==> config.mk <==
export PLATFORM = sky130hd
export DESIGN_NAME = regfile_controller
export DESIGN_NICKNAME = d
export VERILOG_FILES = /design/src/rtl/regfile_controller.sv
export SDC_FILE = /design/constraint.sdc
export NUM_CORES = 1
export LEC_CHECK = 0
export CORE_MARGIN = 5
export CORE_UTILIZATION = 40
export CTS_BUF_LIST = sky130_fd_sc_hd__clkbuf_8
export DETAILED_ROUTE_END_ITERATION = 7
export PLACE_DENSITY = 0.66
export SLEW_MARGIN = 40
export SYNTH_ARGS = -nofsm -noshare
export SYNTH_HDL_FRONTEND = slang
export SYNTH_SLANG_ARGS = --single-unit
==> constraint.sdc <==
create_clock -name clock -period 3.35 [get_ports clock]
set_input_delay 0.8375 -clock clock [delete_from_list [all_inputs] [get_ports clock]]
set_output_delay 0.8375 -clock clock [all_outputs]
set_load 0.005 [all_outputs]
==> src/rtl/regfile_controller.sv <==
// Write-port owner for the register file: post-reset zero sweep, destination
// scoreboard with RAW/overflow stall, and round-robin arbitration of two writebacks.
module regfile_controller #(
    parameter int NUM_REGS = 32,
    parameter int ADDR_W   = 5,
    parameter int DATA_W   = 32,
    parameter int CNT_W    = 2
) (
    input  logic              clock,
    input  logic              reset_n,
    output logic              init_done,

    input  logic              dec_valid,
    input  logic [ADDR_W-1:0] dec_rs1,
    input  logic              dec_use_rs1,
    input  logic [ADDR_W-1:0] dec_rs2,
    input  logic              dec_use_rs2,
    input  logic [ADDR_W-1:0] dec_rd,
    input  logic              dec_writes_rd,
    output logic              dec_issue,
    output logic              dec_stall,

    input  logic              wb0_valid,
    input  logic [ADDR_W-1:0] wb0_rd,
    input  logic [DATA_W-1:0] wb0_data,
    output logic              wb0_ready,

    input  logic              wb1_valid,
    input  logic [ADDR_W-1:0] wb1_rd,
    input  logic [DATA_W-1:0] wb1_data,
    output logic              wb1_ready,

    output logic [ADDR_W-1:0] rf_addr_rd,
    output logic [DATA_W-1:0] rf_data_rd,
    output logic              rf_write_enable,
    output logic              sb_error
);

    typedef enum logic {
        ST_CLEAR = 1'b0,
        ST_RUN   = 1'b1
    } state_t;

    localparam logic [CNT_W-1:0]  MAX_PEND = '1;
    localparam logic [ADDR_W-1:0] LAST_IDX = ADDR_W'(NUM_REGS - 1);

    state_t            state_q, state_d;
    logic [ADDR_W-1:0] clrIdx_q, clrIdx_d;
    logic [CNT_W-1:0]  pendCnt_q [NUM_REGS];
    logic [CNT_W-1:0]  pendCnt_d [NUM_REGS];
    logic              rrLast_q, rrLast_d;
    logic [ADDR_W-1:0] rfAddr_q, rfAddr_d;
    logic [DATA_W-1:0] rfData_q, rfData_d;
    logic              rfWe_q, rfWe_d;
    logic              sbError_q, sbError_d;

    logic              isRun;
    logic              rawHaz;
    logic              ovfHaz;
    logic              decIssue;
    logic              gnt0;
    logic              gnt1;
    logic              gntAny;
    logic [ADDR_W-1:0] gntRd;
    logic [DATA_W-1:0] gntData;

    assign isRun = (state_q == ST_RUN);

    // Hazards look only at the registered counts: a write granted this cycle does not unblock its readers yet.
    assign rawHaz = (dec_use_rs1 && (dec_rs1 != '0) && (pendCnt_q[dec_rs1] != '0)) ||
                    (dec_use_rs2 && (dec_rs2 != '0) && (pendCnt_q[dec_rs2] != '0));
    assign ovfHaz = dec_writes_rd && (dec_rd != '0) && (pendCnt_q[dec_rd] == MAX_PEND);

    assign decIssue = isRun && dec_valid && !rawHaz && !ovfHaz;

    // rrLast_q set means wb1 was granted most recently, so wb0 wins the next tie.
    assign gnt0    = isRun && wb0_valid && (!wb1_valid || rrLast_q);
    assign gnt1    = isRun && wb1_valid && (!wb0_valid || !rrLast_q);
    assign gntAny  = gnt0 || gnt1;
    assign gntRd   = gnt1 ? wb1_rd   : wb0_rd;
    assign gntData = gnt1 ? wb1_data : wb0_data;

    always_comb begin
        state_d  = state_q;
        clrIdx_d = clrIdx_q;
        rrLast_d = rrLast_q;
        rfAddr_d = rfAddr_q;
        rfData_d = rfData_q;
        rfWe_d   = 1'b0;
        case (state_q)
            ST_CLEAR: begin
                rfWe_d   = 1'b1;
                rfAddr_d = clrIdx_q;
                rfData_d = '0;
                clrIdx_d = clrIdx_q + ADDR_W'(1);
                if (clrIdx_q == LAST_IDX) begin
                    state_d = ST_RUN;
                end
            end
            ST_RUN: begin
                if (gntAny) begin
                    rrLast_d = gnt1;
                    if (gntRd != '0) begin
                        rfWe_d   = 1'b1;
                        rfAddr_d = gntRd;
                        rfData_d = gntData;
                    end
                end
            end
            default: begin
                state_d = ST_CLEAR;
            end
        endcase
    end

    // A simultaneous issue and writeback to the same register cancel out.
    always_comb begin
        sbError_d = sbError_q;
        for (int i = 0; i < NUM_REGS; i++) begin
            pendCnt_d[i] = pendCnt_q[i];
        end
        for (int i = 1; i < NUM_REGS; i++) begin
            logic incr;
            logic decr;
            incr = decIssue && dec_writes_rd && (dec_rd == ADDR_W'(i));
            decr = gntAny && (gntRd == ADDR_W'(i));
            if (decr && (pendCnt_q[i] == '0)) begin
                sbError_d = 1'b1;
            end
            if (incr && !decr) begin
                pendCnt_d[i] = pendCnt_q[i] + CNT_W'(1);
            end else if (decr && !incr && (pendCnt_q[i] != '0)) begin
                pendCnt_d[i] = pendCnt_q[i] - CNT_W'(1);
            end
        end
    end

    always_ff @(posedge clock or negedge reset_n) begin
        if (!reset_n) begin
            state_q   <= ST_CLEAR;
            clrIdx_q  <= ADDR_W'(1);
            rrLast_q  <= 1'b1;
            rfAddr_q  <= '0;
            rfData_q  <= '0;
            rfWe_q    <= 1'b0;
            sbError_q <= 1'b0;
            for (int i = 0; i < NUM_REGS; i++) begin
                pendCnt_q[i] <= '0;
            end
        end else begin
            state_q   <= state_d;
            clrIdx_q  <= clrIdx_d;
            rrLast_q  <= rrLast_d;
            rfAddr_q  <= rfAddr_d;
            rfData_q  <= rfData_d;
            rfWe_q    <= rfWe_d;
            sbError_q <= sbError_d;
            for (int i = 0; i < NUM_REGS; i++) begin
                pendCnt_q[i] <= pendCnt_d[i];
            end
        end
    end

    assign init_done       = isRun;
    assign dec_issue       = decIssue;
    assign dec_stall       = !isRun || (dec_valid && !decIssue);
    assign wb0_ready       = gnt0;
    assign wb1_ready       = gnt1;
    assign rf_addr_rd      = rfAddr_q;
    assign rf_data_rd      = rfData_q;
    assign rf_write_enable = rfWe_q;
    assign sb_error        = sbError_q;

endmodule

==> metrics.yaml, run 1 <==
initial_core_util_pct: 40.5
gp_congestion: 1.01
powerDensity_nw_per_um2: 326
htree_levels: 3
cts_buffer_depth: 2
fmax_ghz: 0.298
ys_async_sr_fraction_pct: 100
worstPathArrival_ns: 2.52
rows: 51
ioPinCount: 141
synth_top_area_share_pct: 33.8
final_common_cell: "buf_4"
wl_per_cell_um: 19.6
routed_wirelength_mm: 28.9
crit_type: "in -> out"
die-area_um2: 22500
grt_overflow: 0
synth_top_flop_cell: "dfrtp_1"
synth_area_leaders: "dfrtp_1 34%, nor2_1 5.4%, nand2_1 5.4%, nand3_1 3.6%, a31oi_1 3.5%"
fin_crit_sh_pct: 100
ys_seq_elements: 108
synth-seq-area-share_pct: 34.4
hold_slack_ns: 0.469
finalSetupTns_ns: -0.00920
ctsHoldBuffers: 0
finalNetCount: 1300
port_buffers: 140
worstSetupEndpointType: "output port"
ir_drop_mv: 0.179
place_area_um2: 10400
drv_slew: 0
dp_hpwl_mm: 21.7
startpoint_type: "primary input"
avgSynthCellArea_um2: 8.18
first_pass_iters: 5
cp_max_fo: 4
required_ns: 2.51
finalSetupViolations: 1
design_area_um2: 11000
cts_buffers: 9
worst_slack_ns: -0.00920
antenna_cells: 0
hold_violations: 0
netlist_area_um2: 7850
finalCriticalPeriod_ns: 3.36
grt_pass1_wl_mm: 44.4
worstMarginPinSlew_ns: 0.701
cts_tree: "built"
status: "finished with violations"
syn_inst: 960
maxCapViolCount: 0
layout-drive-gt1-share_pct: 22.2
clk_latency_ns: 0.41
area_growth_pct: 40.3
antenna_found_initial: 0
r2r_cells: 8
final_cell_mix: "136 x buf_4, 123 x clkdlybuf4s50_1, 113 x nor2_1"
cts_root_buffer: "clkbuf_8"
grt_usage_pct: 25.4
ys_types: 76
hold_class: "in -> async"
fp.dieH_um: 150
drt_iter0_markers: 685
cts.clk_slew.worst_paths_ns: 0.12
slew_headroom_pct: 53.3
synth-edff-count: 0
drc: 0
yosysTopAreaCell: "dfrtp_1"
antenna_left: 0
p_leak_nw: 4.59
grt_pass1_vias: 8123
violations: "negative setup slack"
die_w_um: 150
fillerInstances: 1820
synthesis.nets: 1059
vias_per_cell: 5.78
yosys_warnings: 0
grt_max_degree: 52
core_um2: 19400
cts.sinks: 108
rsz0062_at_grt: "true"
skew_ns: 0.0173
vias: 8507
[synth_stat cells, types with 8 or more instances]
master,instances
nor2_1,114
nand2_1,112
dfrtp_1,106
nand3_1,57
o21ai_0,55
a31oi_1,44
nor3_1,43
a21oi_1,30
inv_1,29
clkbuf_1,27
a22oi_1,24
xnor2_1,21
buf_2,17
nand2b_1,15
a211oi_1,12
mux2_2,12
mux4_2,12
nor2b_1,11
nand3b_1,10
nor4_2,10
nand4_1,9
o211ai_1,9
o31ai_1,9
a21o_1,8
nor4_1,8
or3_1,8
or3b_1,8
[critical path, cell delays in order]
cell and delay [ns]:
buf_12 0.10, clkbuf_16 0.14, mux2_2 0.36, a22oi_2 0.18
a41oi_2 0.14, a221o_1 0.37, a21oi_4 0.17, o21ai_1 0.08
buf_2 0.14
[flip-flops by register name (all words and copies together), names as in the netlist]
register,flops
clrIdx_q,5
init_done,1
pendCnt_q,62
rf_addr_rd,5
rf_data_rd,32
rf_write_enable,1
rrLast_q,1
sb_error,1
[metrics by stage]
stage          instances  power, mW  setup WS [ns]  utilization (%)
2_1_floorplan        960       2.07         -0.121                -
3_3_place_gp        1441       2.66         -0.800             53.6
3_5_place_dp        1441       2.67         -0.828             53.6
4_1_cts             1468       3.56       -0.00526             56.0
5_1_grt             1471       3.76        -0.0947             56.8
6_report            1471       3.59       -0.00920             56.8
[cell families (layout without fill, tap and decap cells)]
| group | count (synthesis) | count (layout) | synth area share [%] |
|---|---|---|---|
| AO/OA/AOI/OAI | 261 | 261 | 22.9 |
| XOR/XNOR | 27 | 27 | 3.01 |
| adder cells (fa/ha/maj) | 2 | 2 | 0.319 |
| buffers and inverters | 92 | 338 | 5.26 |
| flip-flops | 108 | 108 | 34.4 |
| multiplexers | 31 | 31 | 6.05 |
| AND/OR/NAND/NOR | 439 | 439 | 28.0 |
[repair_timing]
| action | 4_1_cts | 5_1_grt |
|---|---|---|
| setup buffers | 8 | 4 |
| gates resized for setup | 75 | 45 |
| endpoints found under the hold margin | 0 | 0 |
| pin swaps | 19 | 23 |
| cloned | 3 | 1 |
| endpoints found under the setup margin | 52 | 5 |
[report_power, final]
group | leakage (nW) | internal, mW | switching (mW)
logic | 3.14 | 0.586 | 0.583
registers | 1.35 | 1.43 | 0.141
clock network | 0.103 | 0.314 | 0.536
[layer usage]
layer | GRT usage [%] | up-vias | wire length, um
li1 | - | 4039 | -
met1 | 32.7 | 3949 | 11800
met2 | 40.5 | 445 | 13000
met3 | 6.92 | 74 | 2910
met4 | 10.5 | 0 | 1120
met5 | 0 | - | 0
[layout make-up]
class                           count  area (um2)  area share (%)
Clock inverter                      6        60.1           0.545
Inverter                           31         119            1.08
Timing Repair Buffer              291        2700            24.5
Clock buffer                       10         138            1.25
Sequential cell                   108        2710            24.6
Multi-Input combinational cell    760        4960            45.1
Tap cell                          265         332            3.01
[path summary, 6_finish.rpt]
path	startpoint	endpoint	slack (ns)
max	dec_rd[1]	dec_stall	-0.009
min	reset_n	pendCnt_q[58]	0.47
max reg2reg	pendCnt_q[48]	pendCnt_q[42]	0.21
min reg2reg	clrIdx_q[0]	clrIdx_q[0]	0.52
max in group asynchronous	reset_n	rf_data_rd[14]	2.11
min in group clock	clrIdx_q[0]	clrIdx_q[0]	0.52
Note: power is estimated with default switching activity, not from simulation.
==> inputs of run 2 (changes only) <==
- REMOVE_ABC_BUFFERS: not set -> 1
- SLEW_MARGIN: 40 -> not set
==> run 2 against run 1 <==
Effect of this change:
- the flow still finishes with violations (negative setup slack)
- sequential power about the same
- sequential cell count stayed put
- global-route usage increased by 0.47 points
- largest cell class unchanged
- critical path depth unchanged
==> metrics.yaml, run 2 (synthesized netlist as in run 1, its figures left out) <==
powerDensity_nw_per_um2: 323  # -0.94%
final_common_cell: "buf_4"
multiInputGateArea_um2: 4960  # about the same
area_growth_pct: 43.1
clk_latency_ns: 0.41  # about the same
vias: 8724  # +2.6%
antenna_found_initial: 0  # unchanged
intPower_mw: 2.36  # +1.3%
hold_violations: 0  # unchanged
final_cell_mix: "171 x buf_4, 124 x clkdlybuf4s50_1, 111 x nor2_1"
p_switching_mw: 1.27  # +0.72%
use_met3_pct: 4.67  # -2.3 points
fin_crit_sh_pct: 102  # +1.7 points
cts_tree: "built"
skew_ns: 0.0149  # -0.00243 ns
cp_max_fo: 8  # +4
worstMarginPinSlew_ns: 0.618  # -0.0829 ns
violations: "negative setup slack"
slew_headroom_pct: 58.7  # +5.4 points
grt_pass1_vias: 8210  # +1.1%
ctsHoldBuffers: 0  # unchanged
drv_slew: 0  # unchanged
rsz0062_at_grt: "true"
crit_type: "in -> out"
finalCriticalPeriod_ns: 3.42  # +0.0562 ns
clock_power_share_pct: 23.8  # about the same
routed_wirelength_mm: 29.2  # +1.0%
hold_slack_ns: 0.407  # -0.0625 ns
required_ns: 2.51  # about the same
grt_usage_pct: 25.9  # +0.47 points
largest_register_ff_count: 62  # unchanged
cts_buffer_depth: 2  # unchanged
gp_congestion: 1.03  # +2.3%
worstPathArrival_ns: 2.58  # +0.06 ns
cts.sinks: 108  # unchanged
port_buffers: 140  # unchanged
ir_drop_mv: 0.176  # -1.7%
regMostFlops: "pendCnt_q"
antenna_cells: 0  # unchanged
die-area_um2: 22500  # unchanged
pwr-share-comb_pct: 33.6  # +1.0 points
maxCapViolCount: 0  # unchanged
finalNetCount: 1333  # +2.5%
grt_overflow: 0  # unchanged
drt_iter0_markers: 927  # +35%
cts.clk_slew.worst_paths_ns: 0.12  # about the same
worst_slack_ns: -0.0654  # -0.0562 ns
worstSetupEndpointType: "output port"
hold_class: "in -> async"
fmax_ghz: 0.293  # -1.6%
pwr-share-seq_pct: 42.5  # -1.2 points
grt-busiest-layer: "met2"
p_leak_nw: 4.75  # +3.4%
fp.dieH_um: 150  # unchanged
seq_area_um2: 2710  # about the same
dp_hpwl_mm: 22.2  # +2.4%
grt_max_degree: 75  # +44%
use_met2_pct: 41.5  # +1.0 points
grt_pass1_wl_mm: 45.4  # +2.2%
initial_core_util_pct: 40.5  # unchanged
ioPinCount: 141  # unchanged
core_um2: 19400  # unchanged
antenna_left: 0  # unchanged
fillerInstances: 1783  # -2.0%
drc: 0  # unchanged
p_sw_share_pct: 35.0  # -0.13 points
r2r_cells: 17  # +9
vias_per_cell: 5.80  # +0.30%
finalSetupViolations: 2  # +1
final_core_util_pct: 57.9  # +1.2 points
rows: 51  # unchanged
layout-drive-gt1-share_pct: 25.3  # +3.0 points
wl_per_cell_um: 19.4  # -1.2%
die_w_um: 150  # unchanged
first_pass_iters: 8  # +3
startpoint_type: "primary input"
cts_buffers: 9  # unchanged
htree_levels: 3  # unchanged
grt_util_met1_pct: 35.3  # +2.6 points
cts_root_buffer: "clkbuf_8"
status: "finished with violations"
==> run 2: changes by cell type in the layout (fill, tap and decap cells not counted), sizes merged, moves of 2 or more <==
cell | before | now
clkbuf | 15 | 13
buf | 158 | 193
clkinv | 1 | 3
inv | 36 | 34
==> run 2: path summary, 6_finish.rpt <==
kind	startpoint	end	slack (ns)
min in group clock	clrIdx_q[3]	clrIdx_q[3]	0.51
min	reset_n	rf_addr_rd[4]	0.41
max reg2reg	pendCnt_q[22]	pendCnt_q[6]	0.24
min reg2reg	clrIdx_q[3]	clrIdx_q[3]	0.51
max	dec_rd[0]	dec_stall	-0.07
max in group asynchronous	reset_n	pendCnt_q[49]	2.13
==> run 2: final cells by class <==
| cell class | instances | share of cell area, % |
|---|---|---|
| Inverter | 31 | 1.08 |
| Timing Repair Buffer | 324 | 25.9 |
| Clock inverter | 6 | 0.579 |
| Tap cell | 265 | 2.95 |
| Clock buffer | 10 | 1.22 |
| Sequential cell | 108 | 24.1 |
| Multi-Input combinational cell | 760 | 44.1 |
==> run 2: what timing repair did <==
item,in CTS,in global routing
pin swaps,19,21
gates cloned,2,0
setup buffers,11,1
hold endpoints to repair,0,0
setup endpoints to repair,59,9
resized for setup,89,41
==> run 2: through the flow <==
stage | std cells | total power [mW] | instance area (um2) | worst slack, ns | setup TNS (ns)
floorplan | 899 | 2.01 | 7560 | -1.27 | -67.40
global placement | 1474 | 2.69 | 10600 | -0.967 | -36.45
detailed placement | 1474 | 2.70 | 10600 | -0.971 | -38.14
CTS | 1503 | 3.60 | 11100 | -0.00319 | -0.00371
global route | 1504 | 3.80 | 11200 | -0.0908 | -0.166
finish | 1504 | 3.63 | 11200 | -0.0654 | -0.121
==> run 2: critical path: stages <==
cell and delay [ns]:
buf_6 0.07, buf_12 0.12, mux4_2 0.50, nand2_1 0.11, a41oi_1 0.12, a221o_1 0.38
a21oi_2 0.20, o21ai_1 0.09, buf_2 0.14
==> run 2: metal layers <==
layer	routed length, um	up-vias	part of all wire [%]
met5	0	-	0
met4	1030	0	3.5
met3	2450	81	8.4
met2	13600	381	47
met1	12100	4156	42
li1	-	4106	-
==> run 2: power groups by stage <==
stage | clock [mW] | sequential, mW | combinational (mW)
after global placement | 0 | 1.56 | 1.13
after detailed placement | 0 | 1.56 | 1.14
after floorplan | 0 | 1.55 | 0.455
final | 0.863 | 1.54 | 1.22
after CTS | 0.875 | 1.54 | 1.19
after global routing | 0.929 | 1.56 | 1.31
==> inputs of run 3 (changes only) <==
- SKIP_CTS_REPAIR_TIMING: not set -> 1
==> run 3 against run 2 <==
Effect of this change:
- the run still ends with negative setup slack left
- utilization down 0.63 points
- die area unchanged
- register-to-register slack worse by 0.08 ns
- cell count down 0.27%
- clock power about the same
- largest cell class unchanged
- largest power group unchanged
- highest routed layer unchanged
==> metrics.yaml, run 3 (synthesized netlist as in run 1, its figures left out) <==
status: "finished with violations"
violations: "negative setup slack"
regMostFlops: "pendCnt_q"
htree_levels: 3  # unchanged
layout-drive-gt1-share_pct: 23.3  # -1.9 points
worstSetupEndpointType: "output port"
cts_buffer_depth: 2  # unchanged
finalCriticalPeriod_ns: 3.42  # +0.00447 ns
cts.sinks: 108  # unchanged
clk_latency_ns: 0.41  # about the same
worstMarginPinSlew_ns: 0.601  # -0.0177 ns
grt_max_degree: 75  # unchanged
hold_class: "in -> async"
powerDensity_nw_per_um2: 324  # +0.31%
finalNetCount: 1329  # -0.30%
crit_type: "in -> out"
maxCapViolCount: 0  # unchanged
die_w_um: 150  # unchanged
startpoint_type: "primary input"
slowest_stage: "mux4_2"
grt_pass1_wl_mm: 44.5  # -2.0%
fin_crit_sh_pct: 102  # +0.13 points
drt_iter0_markers: 951  # +2.6%
fmax_ghz: 0.292  # -0.13%
ioPinCount: 141  # unchanged
grt_overflow: 0  # unchanged
area_growth_pct: 41.6
final_cell_mix: "167 x buf_4, 124 x clkdlybuf4s50_1, 111 x nor2_1"
ir_drop_mv: 0.176  # +0.17%
gp_congestion: 1.03  # unchanged
seq_area_um2: 2710  # unchanged
cts_root_buffer: "clkbuf_8"
crit_chain: "buf_6 -> buf_12 -> buf_8 -> buf_4 -> inv_1 -> buf_4 -> mux4_2 -> o22ai_2 -> inv_1 -> a21oi_2 -> o21ai_1 -> buf_2"
final_common_cell: "buf_4"
slew_headroom_pct: 59.9  # +1.2 points
p_leak_nw: 4.74  # -0.18%
vias_per_cell: 5.81  # about the same
grt_usage_pct: 25.3  # -0.55 points
core_um2: 19400  # unchanged
skew_ns: 0.0156  # +0.000746 ns
fp.dieH_um: 150  # unchanged
die-area_um2: 22500  # unchanged
multiInputGateArea_um2: 4870  # -1.7%
drc: 0  # unchanged
finalSetupTns_ns: -0.129  # -0.00789 ns
port_buffers: 140  # unchanged
initial_core_util_pct: 40.5  # unchanged
cts_tree: "built"
cts.clk_slew.worst_paths_ns: 0.12  # about the same
finalSetupViolations: 2  # unchanged
dp_hpwl_mm: 22.2  # unchanged
slowest_delay_ns: 0.30  # -0.20 ns
rsz0062_at_grt: "true"
fillerInstances: 1802  # +1.1%
rows: 51  # unchanged
antenna_left: 0  # unchanged
vias: 8709  # -0.17%
largest_register_ff_count: 62  # unchanged
worst_slack_ns: -0.0698  # -0.00447 ns
antenna_cells: 0  # unchanged
first_pass_iters: 5  # -3
wl_per_cell_um: 19.3  # -0.33%
routed_wirelength_mm: 29.0  # -0.60%
dp_slack_ns: -0.971  # unchanged
cp_max_fo: 7  # -1
cts_buffers: 9  # unchanged
antenna_found_initial: 0  # unchanged
hold_violations: 0  # unchanged
required_ns: 2.51  # about the same
drv_slew: 0  # unchanged
worstPathArrival_ns: 2.58  # about the same
grt_pass1_vias: 8020  # -2.3%
[run 3: layer usage]
metal / global-route usage [%] / up-vias / share of wire [%]
met5: 0 / - / 0
met4: 7.55 / 0 / 2.6
met3: 4.55 / 63 / 8.6
met2: 40.5 / 380 / 47
met1: 35.1 / 4176 / 42
li1: - / 4090 / -
[run 3: path summary, 6_finish.rpt]
kind / end / slack, ns / start / depth (start not counted)
setup / recovery: dec_stall / -0.07 / dec_rd[0] / 12
hold / removal: rf_addr_rd[4] / 0.41 / reset_n / 1
setup reg to reg: pendCnt_q[13] / 0.16 / pendCnt_q[48] / 9
hold reg to reg: clrIdx_q[3] / 0.51 / clrIdx_q[3] / 1
max in group asynchronous: pendCnt_q[49] / 2.13 / reset_n / 2
min in group clock: clrIdx_q[3] / 0.51 / clrIdx_q[3] / 1
[run 3: report_power, final]
group	total [mW]	switching [mW]	internal (mW)
clock network	0.860	0.546	0.314
logic	1.20	0.594	0.603
registers	1.54	0.115	1.43
total	3.60	1.25	2.34
[run 3: per-stage QoR]
stage          util [%]  cells  total power [mW]  hold slack (ns)  cell area, um2
4_1_cts            55.9   1490              3.56            0.431           10800
6_report           57.3   1500              3.60            0.409           11100
3_3_place_gp       54.9   1474              2.69            0.496           10600
2_1_floorplan         -    899              2.01            0.460            7560
3_5_place_dp       54.9   1474              2.70            0.499           10600
5_1_grt            57.3   1500              3.77            0.449           11100
[run 3: area by class of cell]
| cell class | instances | share of cell area [%] |
|---|---|---|
| inverter | 31 | 1.07 |
| clock buffer | 10 | 1.24 |
| timing repair buffer | 320 | 25.9 |
| clock inverter | 6 | 0.585 |
| tap | 265 | 2.98 |
| multi-input combinational | 760 | 43.8 |
| sequential | 108 | 24.4 |
[run 3: worst max-delay path, delay by kind of cell]
family | cells | cell delay (ns)
multiplexers | 1 | 0.30
AO/OA/AOI/OAI | 3 | 0.45
buffers and inverters | 8 | 0.99
